File: config.mk
export PLATFORM = sky130hd
export DESIGN_NAME = riscv_core_hazard_unit
export DESIGN_NICKNAME = d
export VERILOG_FILES = /design/src/rtl/riscv_core_hazard_unit.sv
export SDC_FILE = /design/constraint.sdc
export NUM_CORES = 1
export LEC_CHECK = 0
export BUFFER_PORTS_ARGS = -buffer_cell sky130_fd_sc_hd__buf_2
export CAP_MARGIN = 25
export CORE_MARGIN = 4
export CORE_UTILIZATION = 45
export DETAILED_ROUTE_END_ITERATION = 8
export PLACE_DENSITY = 0.81
export SLEW_MARGIN = 25
export SYNTH_ARGS = -nofsm -noshare
export SYNTH_HDL_FRONTEND = slang
export SYNTH_SLANG_ARGS = --single-unit
File: constraint.sdc
create_clock -name i_clk -period 3.1 [get_ports i_clk]
set_input_delay 0.155 -clock i_clk [delete_from_list [all_inputs] [get_ports i_clk]]
set_output_delay 0.155 -clock i_clk [all_outputs]
set_load 0.02 [all_outputs]
File: src/rtl/riscv_core_hazard_unit.sv
// Pipeline hazard unit for a 5-stage RISC-V core.
// Purpose: EX-stage operand forwarding, load-use bubble insertion, branch
// flushes, and stalling the front of the pipe while a multicycle MDU op runs
// (with a watchdog that aborts a hung MDU and latches a sticky error).
// Ports:
//   i_clk, i_rst_n              clock, async active-low reset
//   i_hzrd_rs*_d / rs*_e        decode / execute source registers
//   i_hzrd_rd_e, i_hzrd_load_e  execute destination, execute is a load
//   i_hzrd_rd_m/_w, regwrite    memory / writeback destination + write enable
//   i_hzrd_pcsrc_e              taken branch/jump resolved in execute
//   i_hzrd_mdu_start_e/_done    MDU issue in execute / MDU result valid
//   o_hzrd_fwda_e/_fwdb_e       forward selects (00 RF, 01 WB, 10 MEM)
//   o_hzrd_stall_f/_d/_e        hold pipeline registers
//   o_hzrd_flush_d/_e/_m        clear pipeline registers
//   o_hzrd_mdu_err              sticky MDU timeout flag
module riscv_core_hazard_unit #(
  parameter int unsigned MDU_TIMEOUT = 64
) (
  input  logic       i_clk,
  input  logic       i_rst_n,
  input  logic [4:0] i_hzrd_rs1_d,
  input  logic [4:0] i_hzrd_rs2_d,
  input  logic [4:0] i_hzrd_rs1_e,
  input  logic [4:0] i_hzrd_rs2_e,
  input  logic [4:0] i_hzrd_rd_e,
  input  logic       i_hzrd_load_e,
  input  logic [4:0] i_hzrd_rd_m,
  input  logic       i_hzrd_regwrite_m,
  input  logic [4:0] i_hzrd_rd_w,
  input  logic       i_hzrd_regwrite_w,
  input  logic       i_hzrd_pcsrc_e,
  input  logic       i_hzrd_mdu_start_e,
  input  logic       i_hzrd_mdu_done,
  output logic [1:0] o_hzrd_fwda_e,
  output logic [1:0] o_hzrd_fwdb_e,
  output logic       o_hzrd_stall_f,
  output logic       o_hzrd_stall_d,
  output logic       o_hzrd_stall_e,
  output logic       o_hzrd_flush_d,
  output logic       o_hzrd_flush_e,
  output logic       o_hzrd_flush_m,
  output logic       o_hzrd_mdu_err
);

  localparam int unsigned CW = $clog2(MDU_TIMEOUT + 1);
  localparam logic [CW-1:0] CNT_LAST = CW'(MDU_TIMEOUT - 1);

  typedef enum logic {
    IDLE     = 1'b0,
    MDU_BUSY = 1'b1
  } state_e;

  state_e        state_q, state_d;
  logic [CW-1:0] cnt_q, cnt_d;
  logic          err_q, err_d;
  logic          lu;

  // Forward select for one EX operand; the memory stage holds the newer value.
  function automatic logic [1:0] fwd_sel(input logic [4:0] rs);
    if (i_hzrd_regwrite_m && (i_hzrd_rd_m != 5'd0) && (i_hzrd_rd_m == rs))
      return 2'b10;
    else if (i_hzrd_regwrite_w && (i_hzrd_rd_w != 5'd0) && (i_hzrd_rd_w == rs))
      return 2'b01;
    else
      return 2'b00;
  endfunction

  // Forwarding is purely combinational and independent of the FSM.
  always_comb begin
    o_hzrd_fwda_e = fwd_sel(i_hzrd_rs1_e);
    o_hzrd_fwdb_e = fwd_sel(i_hzrd_rs2_e);
  end

  // Load-use hazard is only meaningful while the pipe is not frozen by the MDU.
  assign lu = (state_q == IDLE) && i_hzrd_load_e && (i_hzrd_rd_e != 5'd0) &&
              ((i_hzrd_rd_e == i_hzrd_rs1_d) || (i_hzrd_rd_e == i_hzrd_rs2_d));

  // State, watchdog counter and sticky error register.
  always_ff @(posedge i_clk or negedge i_rst_n) begin
    if (!i_rst_n) begin
      state_q <= IDLE;
      cnt_q   <= '0;
      err_q   <= 1'b0;
    end else begin
      state_q <= state_d;
      cnt_q   <= cnt_d;
      err_q   <= err_d;
    end
  end

  // Next state and stall/flush decode.
  always_comb begin
    state_d        = state_q;
    cnt_d          = cnt_q;
    err_d          = err_q;
    o_hzrd_stall_f = 1'b0;
    o_hzrd_stall_d = 1'b0;
    o_hzrd_stall_e = 1'b0;
    o_hzrd_flush_d = 1'b0;
    o_hzrd_flush_e = 1'b0;
    o_hzrd_flush_m = 1'b0;
    case (state_q)
      IDLE: begin
        // A taken branch discards the younger instructions, so it beats load-use.
        if (i_hzrd_pcsrc_e) begin
          o_hzrd_flush_d = 1'b1;
          o_hzrd_flush_e = 1'b1;
        end else if (lu) begin
          o_hzrd_stall_f = 1'b1;
          o_hzrd_stall_d = 1'b1;
          o_hzrd_flush_e = 1'b1;
        end
        // Single-cycle MDU results (done with start) never enter the busy state.
        if (i_hzrd_mdu_start_e && !i_hzrd_mdu_done) begin
          state_d = MDU_BUSY;
          cnt_d   = '0;
        end
      end
      MDU_BUSY: begin
        if (i_hzrd_mdu_done) begin
          state_d = IDLE;
        end else begin
          o_hzrd_stall_f = 1'b1;
          o_hzrd_stall_d = 1'b1;
          o_hzrd_stall_e = 1'b1;
          o_hzrd_flush_m = 1'b1;
          cnt_d          = cnt_q + CW'(1);
          // Watchdog: give up on a hung MDU after MDU_TIMEOUT stalled cycles.
          if (cnt_q == CNT_LAST) begin
            state_d = IDLE;
            err_d   = 1'b1;
          end
        end
      end
      default: state_d = IDLE;
    endcase
  end

  assign o_hzrd_mdu_err = err_q;

endmodule

## Word-level counts from Yosys, hierarchy flattened

Cells that the tools add are included.

- Input bits: 43
- Output and inout port bits: 11
- Bits in registers: 9

- Equality and inequality tests: 9
- Bitwise logic cells: 2
- Reduce and logical (&&, ||, !) cells: 17
- Multiplexer cells: 20
- $add $sub $neg: 1

Operators with widths:

| operator | count |
|---|---|
| equality test 5 bit | 6 |
| nonzero test 5 bit | 3 |
| 2-to-1 mux 7 bit | 2 |
| case mux 7 bit (2 select lines) | 1 |
| 2-to-1 mux 1 bit | 13 |
| logical AND 1 bit | 10 |
| adder 7 x 1 -> 7 bit, second input constant | 1 |
| equality test 7 x 6 -> 1 bit, second input constant | 1 |
| 2-to-1 mux 2 bit | 2 |
| case mux 1 bit (2 select lines) | 2 |
| AND reduction 3 bit | 1 |
| inequality test 2 x 1 -> 1 bit, second input constant | 1 |
| inequality test 2 bit, second input constant | 1 |
| inverter 1 bit | 2 |
| AND reduction 2 bit | 1 |
| zero test 1 bit | 1 |
| logical OR 1 bit | 1 |

## Longest topological paths before layout

- Depth after elaboration: 7
- Gate-level depth with buffers: 5
- Mapped depth without buffers: 5

## Worst setup path before layout

No wires, ideal clock.

- Path type: register to output
- Start: reg state_q
- End: out o_hzrd_stall_f
- Path slack: 1.349 ns
- Path buffers: 2
- Data required time: 2.945 ns
- Stages on the path, launching flop included: 6
- Data arrival time: 1.596 ns
- Cell sequence: dfrtp_1 clkbuf_1 nor2b_1 o21ai_0 o31ai_1 buf_4

- Longest elaborated chain between the ends: 7

RTL lines:

| element | RTL line | RTL |
|---|---|---|
| start: declaration | 53 | `state_e state_q, state_d;` |
| start signal: assignment | 85 | `state_q <= state_d;` |
| inverter 1 bit | -- |  |
| logical AND 1 bit (3 in a row) | 75 | `assign lu = (state_q == IDLE) && i_hzrd_load_e && (i_hzrd_rd_e != 5'd0) &&` |
| 2-to-1 mux 1 bit (2 in a row) | -- |  |
| case mux 1 bit (2 select lines) (*) | -- |  |
| end: declaration | 36 | `output logic o_hzrd_stall_f,` |

Every way passes the cells marked *; elsewhere a longest branch is shown, timed or not.

## Worst setup path after layout

- Start: in i_hzrd_rd_m[1]
- End: out o_hzrd_fwda_e[0]

- Longest elaborated chain between the ends: 4
- Elaborated cells on any way between the ends: 5
- Classes of those cells: eq/ne (1); mux (1); reduce/logical (3)

RTL lines:

| element | RTL line | RTL |
|---|---|---|
| start: declaration | 27 | `input logic [4:0] i_hzrd_rd_m,` |
| nonzero test 5 bit | 60 | `if (i_hzrd_regwrite_m && (i_hzrd_rd_m != 5'd0) && (i_hzrd_rd_m == rs))` |
| logical AND 1 bit | 60 |  |
| logical AND 1 bit (*) | 60 |  |
| 2-to-1 mux 2 bit (*) | 60 |  |
| end: declaration | 34 | `output logic [1:0] o_hzrd_fwda_e,` |

Marked as above.

==> results.ini <==
[timing]
setup_viol=0
rsz0062_at_grt=false
fin_worst_skew_ns=0.00491
finalSetupTns_ns=0
fmax_mhz=589
tightestPinTransition_ns=0.599
slew_headroom_pct=60.0
hold_viol=0
post-route-period-util_pct=54.8
fin_crit_ns=1.70
final_max_slew_viol_count=0
fin_ws_ns=1.40

[setup_path]
crit_family=simple AND/OR/NAND/NOR gates
start_kind=input pin
crit_type=input pin to output pin
cpPeakStageDelay_ns=0.54
critPathArrivalTime_ns=1.54
worstSetupEndpointType=output pin
cp_data_required_time_ns=2.94
crit_fanout=3
slowest_stage=or4_1
crit_chain=buf_2, or4_1, o21ai_2, nor4_1, nor4_2, buf_2
path_common_cell=buf_2
path_buf_inv=2

[synthesis]
async_flop_share_pct=100
synth_seq_area_share_pct=26.1
yosysTopAreaCellShare_pct=26.1
syn_area_per_cell_um2=8.98
yosysWarnings=0
synth_compound_area_share_pct=16.7
yosys.area_share.simple_pct=20.2
netlist_top_cells_area=dfrtp_1, xor2_1, xnor2_1, a22o_1, or4_1
syn-num-nets=140
yosys.area.top_type=dfrtp_1
synth_fa_ha_area_share_pct=1.45
synth_cell_type_count=29
synth_xor_area_share_pct=30.5
syn-instance-count=96
synth_top_family_by_area=XOR/XNOR gates
synth_mux_area_share_pct=2.47
synth_area_um2=862
synth_edf_count=0
synth-main-ff-cell=dfrtp_1
synth_seq_cells=9

[min_path]
hold_path.class=input pin to asynchronous set/reset pin

[global_route]
grt_usage_pct=18.3
grt_max_degree=11
grt_pass1_wl_um=3680
gr-total-overflow=0
antenna_found_initial=0
grt_pass1_vias=909

[layout]
num_antenna_cells=0
nFillCells=164
drive_gt1_share_pct=39.7
num-nets-final=196
areaGrowthSynthToFinish_pct=36.4

[power_and_ir_drop]
leakage_nw=0.595
irDropWorstVdd_v=0.000252
cellPowerDensity_nw_per_um2=313

[cts]
cts-root-buf=clkbuf_4
cts_buffer_depth=2
clock_sinks=9
post-cts-setup-buffers=0
clk_pin_slew_ns=0.06
cts_buffers=3
clock_latency_ns=0.26
cts_tree=done
htreeDepth=1
cts_resized=0

[drt]
post_drt_wl_per_cell_um=13.4
vias=914
viasPerCell=5.19
drt_iter0_markers=11
dr.pass1.iters=4
post-route-drc-count=0
finalWirelength_um=2360
antenna_left=0

[placement]
dpl.hpwl_um=2000
io_buffers=53
place_congestion=0.874
place_ws_ns=1.41

[floorplan]
rows=15
die_area_um2=2680
start_util_pct=48.9
die_h_um=51.8
ios=54
core_um2=1760
die_x_um=51.8

[run]
cap_violations=0

[outcome]
status=completed

-- cell families after synthesis --
family,Yosys count
buffers and inverters,4
AO/OA/AOI/OAI,21
multiplexers,2
XOR/XNOR,30
flip-flops,9
AND/OR/NAND/NOR,29
adder cells (fa/ha/maj),1
-- sequential cells by signal, summed over array words and instances (netlist names) --
signal          flops
cnt_q               7
o_hzrd_mdu_err      1
state_q             1
-- metal layers --
layer	global-route usage (%)	share of wire, %	vias up
met3	4.87	4.5	3
li1	-	-	455
met5	0	0	-
met4	3.93	0.47	0
met2	36.2	57	26
met1	18.8	38	430
-- cell usage after synthesis, drive strengths merged, types with 2 or more instances --
| cell type | count |
|---|---|
| xor2 | 24 |
| dfrtp | 9 |
| o21ai | 8 |
| xnor2 | 6 |
| a22o | 5 |
| nand3 | 5 |
| or4 | 5 |
| nor3 | 4 |
| nor4 | 4 |
| nand2 | 3 |
| nor2 | 3 |
| a21o | 2 |
| buf | 2 |
| nand2b | 2 |
| nor2b | 2 |
| o21bai | 2 |
-- layout by cell type, fill, tap and decap left out, types with 2 or more instances in the layout --
| master | count |
|---|---|
| nor3_1 | 4 |
| nor2_1 | 3 |
| or4_1 | 5 |
| o21ai_0 | 6 |
| nor2b_1 | 2 |
| nand2b_1 | 2 |
| xnor2_1 | 6 |
| nor4_2 | 2 |
| clkbuf_4 | 3 |
| dfrtp_1 | 9 |
| nand3_1 | 5 |
| nor4_1 | 2 |
| xor2_1 | 24 |
| o21bai_1 | 2 |
| buf_2 | 53 |
| a22o_1 | 5 |
| a21o_1 | 2 |
| nand2_1 | 3 |
-- final cells by class --
cell class                 instances  area (µm²)  share of cell area (%)
tap                               25        31.3                    2.66
sequential                         9         225                    19.1
clock buffer                       4        26.3                    2.23
timing repair buffer              54         275                    23.4
inverter                           1        3.75                   0.319
multi-input combinational         83         614                    52.2
-- worst paths after layout --
path	endpoint	slack (ns)	cells after the start	start
worst max-delay path	o_hzrd_fwda_e[0]	1.40	6	i_hzrd_rd_m[1]
worst min-delay path	cnt_q[5]	0.28	2	i_rst_n
worst max register to register	cnt_q[6]	1.68	5	cnt_q[0]
worst min register to register	o_hzrd_mdu_err	0.45	1	o_hzrd_mdu_err
max in group asynchronous	o_hzrd_mdu_err	2.64	2	i_rst_n
min in group i_clk	cnt_q[0]	0.29	3	i_hzrd_mdu_done
-- metrics by stage --
stage	area, µm²	power, mW	utilization, %	hold slack [ns]	std cells
2_1_floorplan	862	0.220	-	-0.141	96
3_3_place_gp	1140	0.273	64.6	0.0114	171
3_5_place_dp	1140	0.278	64.6	0.0132	171
4_1_cts	1180	0.370	66.7	0.262	176
5_1_grt	1180	0.392	66.7	0.297	176
6_report	1180	0.368	66.7	0.280	176
-- timing repair --
action	CTS	global route
hold buffers	1	0
setup endpoints to repair	0	0
hold endpoints to repair	9	0
-- power by group --
| group | total, mW | switching, mW | internal [mW] |
|---|---|---|---|
| combinational | 0.130 | 0.0642 | 0.0657 |
| sequential | 0.148 | 0.0177 | 0.131 |
| clock | 0.0897 | 0.0402 | 0.0495 |
| total | 0.368 | 0.122 | 0.246 |
-- worst register-to-register path, stage by stage, from the launching register on --
cell and delay [ns]:
dfrtp_1 0.40, ha_1 0.23, nand2_1 0.09, or3_1 0.35, o21ai_0 0.15, a22o_1 0.15
Note: power is estimated with default switching activity, not from simulation.
